**config.mk**
```make
export PLATFORM = sky130hd
export DESIGN_NAME = fetch_unit
export DESIGN_NICKNAME = d
export VERILOG_FILES = /design/src/rtl/cpu_pkg.sv /design/src/rtl/fetch_queue.sv /design/src/rtl/fetch_unit.sv
export SDC_FILE = /design/constraint.sdc
export NUM_CORES = 1
export LEC_CHECK = 0
export BUFFER_PORTS_ARGS = -buffer_cell sky130_fd_sc_hd__clkbuf_2
export CORE_ASPECT_RATIO = 0.75
export CORE_MARGIN = 1
export CORE_UTILIZATION = 30
export DETAILED_ROUTE_END_ITERATION = 8
export GPL_TIMING_DRIVEN = 0
export PLACE_DENSITY_LB_ADDON = 0.2
export SLEW_MARGIN = 40
export SYNTH_ARGS = -nofsm -noshare
export SYNTH_HDL_FRONTEND = slang
export SYNTH_HIERARCHICAL = 1
export SYNTH_SLANG_ARGS = --single-unit
```
**constraint.sdc**
```tcl
create_clock -name CLOCK_50 -period 11.15 [get_ports CLOCK_50]
set_input_delay 1.115 -clock CLOCK_50 [delete_from_list [all_inputs] [get_ports CLOCK_50]]
set_output_delay 1.115 -clock CLOCK_50 [all_outputs]
set_load 0.03 [all_outputs]
```
**src/rtl/cpu_pkg.sv**
```systemverilog
// Shared CPU front-end types and constants.
package cpu_pkg;

  typedef logic [31:0] instr_t;

  localparam instr_t      NOP_INSTR    = 32'hE1A0_0000;
  localparam logic [31:0] RESET_VECTOR = 32'h0000_0000;

  typedef enum logic [1:0] {
    BOOT,
    RUN,
    DRAIN
  } fetch_state_t;

endpackage

```
**src/rtl/fetch_queue.sv**
```systemverilog
// Small circular FIFO of fetched {instruction, address} pairs.
module fetch_queue
  import cpu_pkg::*;
#(
  parameter int unsigned DEPTH  = 2,
  parameter int unsigned ADDR_W = 32,
  localparam int unsigned CntW   = $clog2(DEPTH + 1),
  localparam int unsigned EntryW = $bits(instr_t) + ADDR_W
) (
  input  logic              clk_i,
  input  logic              rst_ni,
  input  logic              flush,
  input  logic              push,
  input  logic [EntryW-1:0] push_data,
  input  logic              pop,
  output logic [CntW-1:0]   count,
  output logic [EntryW-1:0] head
);

  localparam int unsigned PtrW = (DEPTH > 1) ? $clog2(DEPTH) : 1;

  logic [EntryW-1:0] mem_q [DEPTH];
  logic [PtrW-1:0]   rd_ptr_q, rd_ptr_d;
  logic [PtrW-1:0]   wr_ptr_q, wr_ptr_d;
  logic [CntW-1:0]   count_q, count_d;
  logic              do_push, do_pop;

  function automatic logic [PtrW-1:0] ptr_inc(logic [PtrW-1:0] p);
    return (p == PtrW'(DEPTH - 1)) ? '0 : p + 1'b1;
  endfunction

  always_comb begin
    do_pop   = pop && (count_q != '0) && !flush;
    // A push into a full queue without a pop is dropped and flagged below.
    do_push  = push && !flush && ((count_q != CntW'(DEPTH)) || do_pop);
    rd_ptr_d = rd_ptr_q;
    wr_ptr_d = wr_ptr_q;
    count_d  = count_q;
    if (flush) begin
      rd_ptr_d = '0;
      wr_ptr_d = '0;
      count_d  = '0;
    end else begin
      if (do_push) wr_ptr_d = ptr_inc(wr_ptr_q);
      if (do_pop)  rd_ptr_d = ptr_inc(rd_ptr_q);
      count_d = count_q + CntW'(do_push) - CntW'(do_pop);
    end
  end

  always_ff @(posedge clk_i or negedge rst_ni) begin
    if (!rst_ni) begin
      rd_ptr_q <= '0;
      wr_ptr_q <= '0;
      count_q  <= '0;
    end else begin
      rd_ptr_q <= rd_ptr_d;
      wr_ptr_q <= wr_ptr_d;
      count_q  <= count_d;
    end
  end

  always_ff @(posedge clk_i) begin
    if (do_push) mem_q[wr_ptr_q] <= push_data;
  end

  always_comb begin
    count = count_q;
    head  = mem_q[rd_ptr_q];
  end

  overflow_a: assert property (@(posedge clk_i) disable iff (!rst_ni)
      !(push && !flush && !(pop && (count_q != '0)) && (count_q == CntW'(DEPTH))))
    else $error("fetch_queue overflow");

endmodule

```
**src/rtl/fetch_unit.sv**
```systemverilog
// Instruction fetch stage: PC generation, credit-limited memory requests,
// response queueing and branch redirect with in-flight response discard.
module fetch_unit #(
  parameter int unsigned       ADDR_W       = 32,
  parameter int unsigned       DEPTH        = 2,
  parameter logic [ADDR_W-1:0] RESET_VECTOR = ADDR_W'(cpu_pkg::RESET_VECTOR),
  parameter logic [31:0]       BUBBLE_INSTR = cpu_pkg::NOP_INSTR
) (
  input  logic              CLOCK_50,
  input  logic              RESET_N,
  output logic              imem_req,
  output logic [ADDR_W-1:0] imem_addr,
  input  logic              imem_ack,
  input  logic              imem_rvalid,
  input  logic [31:0]       imem_rdata,
  output logic [31:0]       IR_out,
  output logic              IR_valid,
  input  logic              IR_ready,
  output logic [ADDR_W-1:0] PC_out,
  input  logic              redirect,
  input  logic [ADDR_W-1:0] redirect_addr
);
  import cpu_pkg::*;

  localparam int unsigned       CntW     = $clog2(DEPTH + 1);
  localparam int unsigned       EntryW   = $bits(instr_t) + ADDR_W;
  localparam logic [ADDR_W-1:0] WordMask = ~ADDR_W'(3);
  localparam logic [ADDR_W-1:0] ResetPc  = RESET_VECTOR & WordMask;

  fetch_state_t      state_q, state_d;
  logic [ADDR_W-1:0] fetch_pc_q, fetch_pc_d;
  logic [ADDR_W-1:0] rsp_pc_q, rsp_pc_d;
  logic [CntW-1:0]   inflight_q, inflight_d;
  logic [CntW-1:0]   discard_q, discard_d;

  logic [CntW-1:0]   q_count;
  logic [EntryW-1:0] q_head;
  logic [EntryW-1:0] q_wdata;
  logic              q_push, q_pop;
  logic              accept;
  logic [CntW:0]     credits_used;
  logic [ADDR_W-1:0] target_pc;
  logic [ADDR_W-1:0] head_pc;
  instr_t            head_instr;

  // Issue is limited so every outstanding response is guaranteed a queue slot.
  always_comb begin
    credits_used = {1'b0, inflight_q} + {1'b0, q_count};
    imem_req     = (state_q != BOOT) && (credits_used < (CntW + 1)'(DEPTH));
    imem_addr    = fetch_pc_q;
  end

  always_comb begin
    target_pc  = redirect_addr & WordMask;
    accept     = imem_req && imem_ack;
    inflight_d = inflight_q + CntW'(accept) - CntW'(imem_rvalid);
    q_push     = imem_rvalid && (discard_q == '0) && !redirect;
    q_pop      = IR_valid && IR_ready && !redirect;
    q_wdata    = {imem_rdata, rsp_pc_q};

    fetch_pc_d = fetch_pc_q;
    rsp_pc_d   = rsp_pc_q;
    discard_d  = discard_q;
    if (accept) fetch_pc_d = fetch_pc_q + ADDR_W'(4);
    // rsp_pc tracks the address of the next response that will be kept.
    if (q_push) rsp_pc_d = rsp_pc_q + ADDR_W'(4);
    if (imem_rvalid && (discard_q != '0)) discard_d = discard_q - 1'b1;
    if (redirect) begin
      fetch_pc_d = target_pc;
      rsp_pc_d   = target_pc;
      discard_d  = inflight_d;
    end
  end

  always_comb begin
    state_d = state_q;
    unique case (state_q)
      BOOT:       state_d = RUN;
      RUN, DRAIN: state_d = (discard_d != '0) ? DRAIN : RUN;
      default:    state_d = BOOT;
    endcase
  end

  always_ff @(posedge CLOCK_50 or negedge RESET_N) begin
    if (!RESET_N) begin
      state_q    <= BOOT;
      fetch_pc_q <= ResetPc;
      rsp_pc_q   <= ResetPc;
      inflight_q <= '0;
      discard_q  <= '0;
    end else begin
      state_q    <= state_d;
      fetch_pc_q <= fetch_pc_d;
      rsp_pc_q   <= rsp_pc_d;
      inflight_q <= inflight_d;
      discard_q  <= discard_d;
    end
  end

  fetch_queue #(
    .DEPTH (DEPTH),
    .ADDR_W(ADDR_W)
  ) u_queue (
    .clk_i    (CLOCK_50),
    .rst_ni   (RESET_N),
    .flush    (redirect),
    .push     (q_push),
    .push_data(q_wdata),
    .pop      (q_pop),
    .count    (q_count),
    .head     (q_head)
  );

  always_comb begin
    head_instr = q_head[EntryW-1 -: $bits(instr_t)];
    head_pc    = q_head[ADDR_W-1:0];
    IR_valid   = (q_count != '0);
    IR_out     = IR_valid ? head_instr : BUBBLE_INSTR;
    // ARM-visible PC runs two instructions ahead of the executing one.
    PC_out     = IR_valid ? head_pc + ADDR_W'(8) : '0;
  end

  rsp_without_req_a: assert property (@(posedge CLOCK_50) disable iff (!RESET_N)
      imem_rvalid |-> (inflight_q != '0))
    else $error("fetch_unit: response with nothing in flight");

  discard_bound_a: assert property (@(posedge CLOCK_50) disable iff (!RESET_N)
      discard_q <= inflight_q)
    else $error("fetch_unit: discard exceeds in-flight count");

endmodule

```
==> results.sh <==
export IMPL_layout_common_cells="clkbuf_2, edfxtp_1, mux2_2"
export IMPL_drive_above_1_share=0.3008
export IMPL_cts_tree="yes"
export IMPL_drt_iter0_drc=439
export IMPL_final_max_slew_viol_count=0
export IMPL_top_usage_layer="met1"
export IMPL_first_global_vias=6885
export IMPL_yosysTopAreaCell="edfxtp_1"
export IMPL_grtUsageMet3=0.03609
export IMPL_synthArstFlopShare=0.3535
export IMPL_syn_avg_cell_area_um2=12.00
export IMPL_root_buffer="clkbuf_16"
export IMPL_skew_ns=0.009099
export IMPL_rows=56
export IMPL_netSwitchingFraction=0.3053
export IMPL_switchingPower_mw=0.5636
export IMPL_synth_cell_types=56
export IMPL_grt_max_degree=51
export IMPL_cp_max_fo=10
export IMPL_remaining_drc_errors=0
export IMPL_period_needed_ns=4.796
export IMPL_design_die_area_um2=33370
export IMPL_clk_latency_ns=0.44
export IMPL_max_freq_mhz=208.5
export IMPL_seq_area_frac_synth=0.5714
export IMPL_core_um2=31670
export IMPL_gr_usage_all_layers=0.1658
export IMPL_fp_dieH_um=158.5
export IMPL_firstDrtPassIters=5
export IMPL_drt_total_wl_mm=27.10
export IMPL_h_tree_depth=4
export IMPL_p_total_mw=1.846
export IMPL_rsz0062_at_grt="no"
export IMPL_ys_warn_count=6
export IMPL_finalHoldViolCount=0
export IMPL_fin_tns_setup_ns=0
export IMPL_worstPathRequired_ns=10.04
export IMPL_die_x_um=210.6
export IMPL_pwr_share_seq=0.487
export IMPL_power_density_nw_per_um2=154.7
export IMPL_vdd_drop_max_v=0.00009634
export IMPL_grt_pass1_wl_mm=41.43
export IMPL_area_growth_syn_to_layout_pct=21.89
export IMPL_postRouteAntennaNets=0
export IMPL_wl_per_cell_um=18.58
export IMPL_holdBufCountCts=0
export IMPL_dpl_hpwl_mm=20.06
export IMPL_numCtsBuffers=17
export IMPL_p_int_mw=1.283
export IMPL_grt_overflow=0
export IMPL_worst_slew_pin_slew_ns=0.8888
export IMPL_p_leak_nw=4.436
export IMPL_r2r_slack_ns=7.66
export IMPL_antenna_cells=0
export IMPL_fin_nets=1092
export IMPL_start_kind="flip-flop"
export IMPL_viasPerCell=4.973
export IMPL_crit_path_end_kind="output port"
export IMPL_clock_sinks=198
export IMPL_io_pin_count=168
export IMPL_synth_edf_count=128
export IMPL_clkTransAtPathRegs_ns=0.08
export IMPL_antenna_found_initial=0
export IMPL_gp_routability_congestion=0.8137
export IMPL_start_util=0.3092
export IMPL_reg2reg_depth=9
export IMPL_place_port_buffers=163
export IMPL_synth_top_cell_area_share=0.3925
export IMPL_fin_crit_sh=0.4301
export IMPL_crit_arrival_ns=3.68
export IMPL_ys_seq_elements=198
export IMPL_cts_setup_buffers=0
export IMPL_ys_dominant_reg_cell="edfxtp_1"
export IMPL_relSlewSlack=0.4020
export IMPL_grt_util_met1=0.2566
export IMPL_num_vias=7255
export IMPL_clockPowerShare=0.328
export IMPL_use_met2=0.2323
export IMPL_finalSetupViolations=0
export IMPL_criticalPathCategory="flip-flop to output port"
export IMPL_maxCapViolations=0
export IMPL_synthCells=816
export IMPL_comb_power_share=0.185
export IMPL_mappedNetlistArea_um2=9792
export IMPL_ctsResizeCount=0
export IMPL_final_common_cell="clkbuf_2"
export IMPL_holdCritPathClass="input pin to async pin"
export IMPL_synth_area_leaders="edfxtp_1, dfrtp_1, mux2_2"
export IMPL_cts_buffer_depth=2
export IMPL_status="finished, final reports clean"
[through the flow]
stage,cells,hold slack (ns),util,instance area [µm²],setup WS [ns]
6_report,1459,0.5301,0.3769,11940,6.354
5_1_grt,1459,0.5124,0.3769,11940,6.129
4_1_cts,1459,0.5119,0.3769,11940,6.311
3_5_place_dp,1427,0.5160,0.3589,11370,6.712
3_3_place_gp,1419,0.4754,0.3527,11170,2.913
2_1_floorplan,821,0.4559,-,9811,5.732
[sequential cells by signal, summed over array words and instances, names as in the netlist]
name	cells
imem_addr	30
inflight_q	2
rsp_pc_q	30
u_queue/mem_q	128
state_q	2
u_queue/wr_ptr_q	1
u_queue/rd_ptr_q	1
discard_q	2
u_queue/count	2
[synth_stat cells, drive strengths merged (2+ instances only)]
cell type  number
a211oi         12
a21oi          22
a311oi          8
a31oi          22
and2           35
and3           11
and3b           2
and4            9
buf            16
clkbuf         26
dfrtp          70
edfxtp        128
ha             10
inv            29
mux2           79
mux2i           3
nand2          41
nand2b         11
nand3          20
nand4          24
nor2           49
nor2b           7
nor3           22
nor4           19
nor4b           3
o21ai          17
o31a            4
o31ai          23
or3            16
or4            31
xnor2          23
xor2            9
[kinds of logic (layout without fill, tap and decap cells)]
logic type	after synthesis	in the layout	share of synthesized area
and+or+nand+nor	304	304	0.1789
xor gates and xnor gates	32	32	0.02862
adders and majority gates	11	11	0.01482
other	1	6	0.0003830
AOI/OAI and AO/OA	117	117	0.08050
muxes	82	82	0.09392
DFF	198	198	0.5714
buffers and inverters	71	274	0.03143
[area by class of cell]
cell class / count / area [µm²]
repair buffers: 171 / 994.7
inverters: 29 / 108.9
flip-flops and latches: 198 / 5595
fillers: 3172 / 19740
multi-input cells: 552 / 3925
clock inverters: 15 / 142.6
plain buffers: 42 / 198.9
well taps: 435 / 544.3
clock buffers: 17 / 425.4
[per-layer routing]
| metal | part of all wire | vias up |
|---|---|---|
| met5 | 0 | - |
| li1 | - | 3491 |
| met2 | 0.41 | 204 |
| met1 | 0.53 | 3547 |
| met4 | 0.0066 | 0 |
| met3 | 0.056 | 13 |
[path summary, 6_finish.rpt]
kind | start | to
max | u_queue/rd_ptr_q$_DFFE_PN0P_ | PC_out[29]
min | RESET_N | imem_addr[21]$_DFFE_PN0N_
max reg2reg | u_queue/count[0]$_DFF_PN0_ | u_queue/mem_q[0][61]$_DFFE_PP_
min reg2reg | rsp_pc_q[5]$_DFFE_PN0N_ | u_queue/mem_q[0][5]$_DFFE_PP_
max in group asynchronous | RESET_N | imem_addr[6]$_DFFE_PN0N_
min in group CLOCK_50 | rsp_pc_q[5]$_DFFE_PN0N_ | u_queue/mem_q[0][5]$_DFFE_PP_
[worst max-delay path, cell delays in order (launching register included)]
cell and delay, ns:
dfrtp_1 0.34, buf_2 0.30, buf_4 0.27, mux2_2 0.24, ha_1 0.22, inv_1 0.11
or4_1 0.66, buf_2 0.24, or4_1 0.41, a21oi_1 0.21, clkbuf_2 0.24
[power by group through the flow]
| stage | Combinational, mW | Clock, mW | Sequential, mW |
|---|---|---|---|
| 4_1_cts | 0.345 | 0.625 | 0.898 |
| 3_5_place_dp | 0.343 | 0 | 0.914 |
| 5_1_grt | 0.378 | 0.654 | 0.908 |
| 6_report | 0.342 | 0.605 | 0.899 |
| 3_3_place_gp | 0.332 | 0 | 0.915 |
| 2_1_floorplan | 0.207 | 0 | 0.924 |
(Power assumes the default switching activity.)
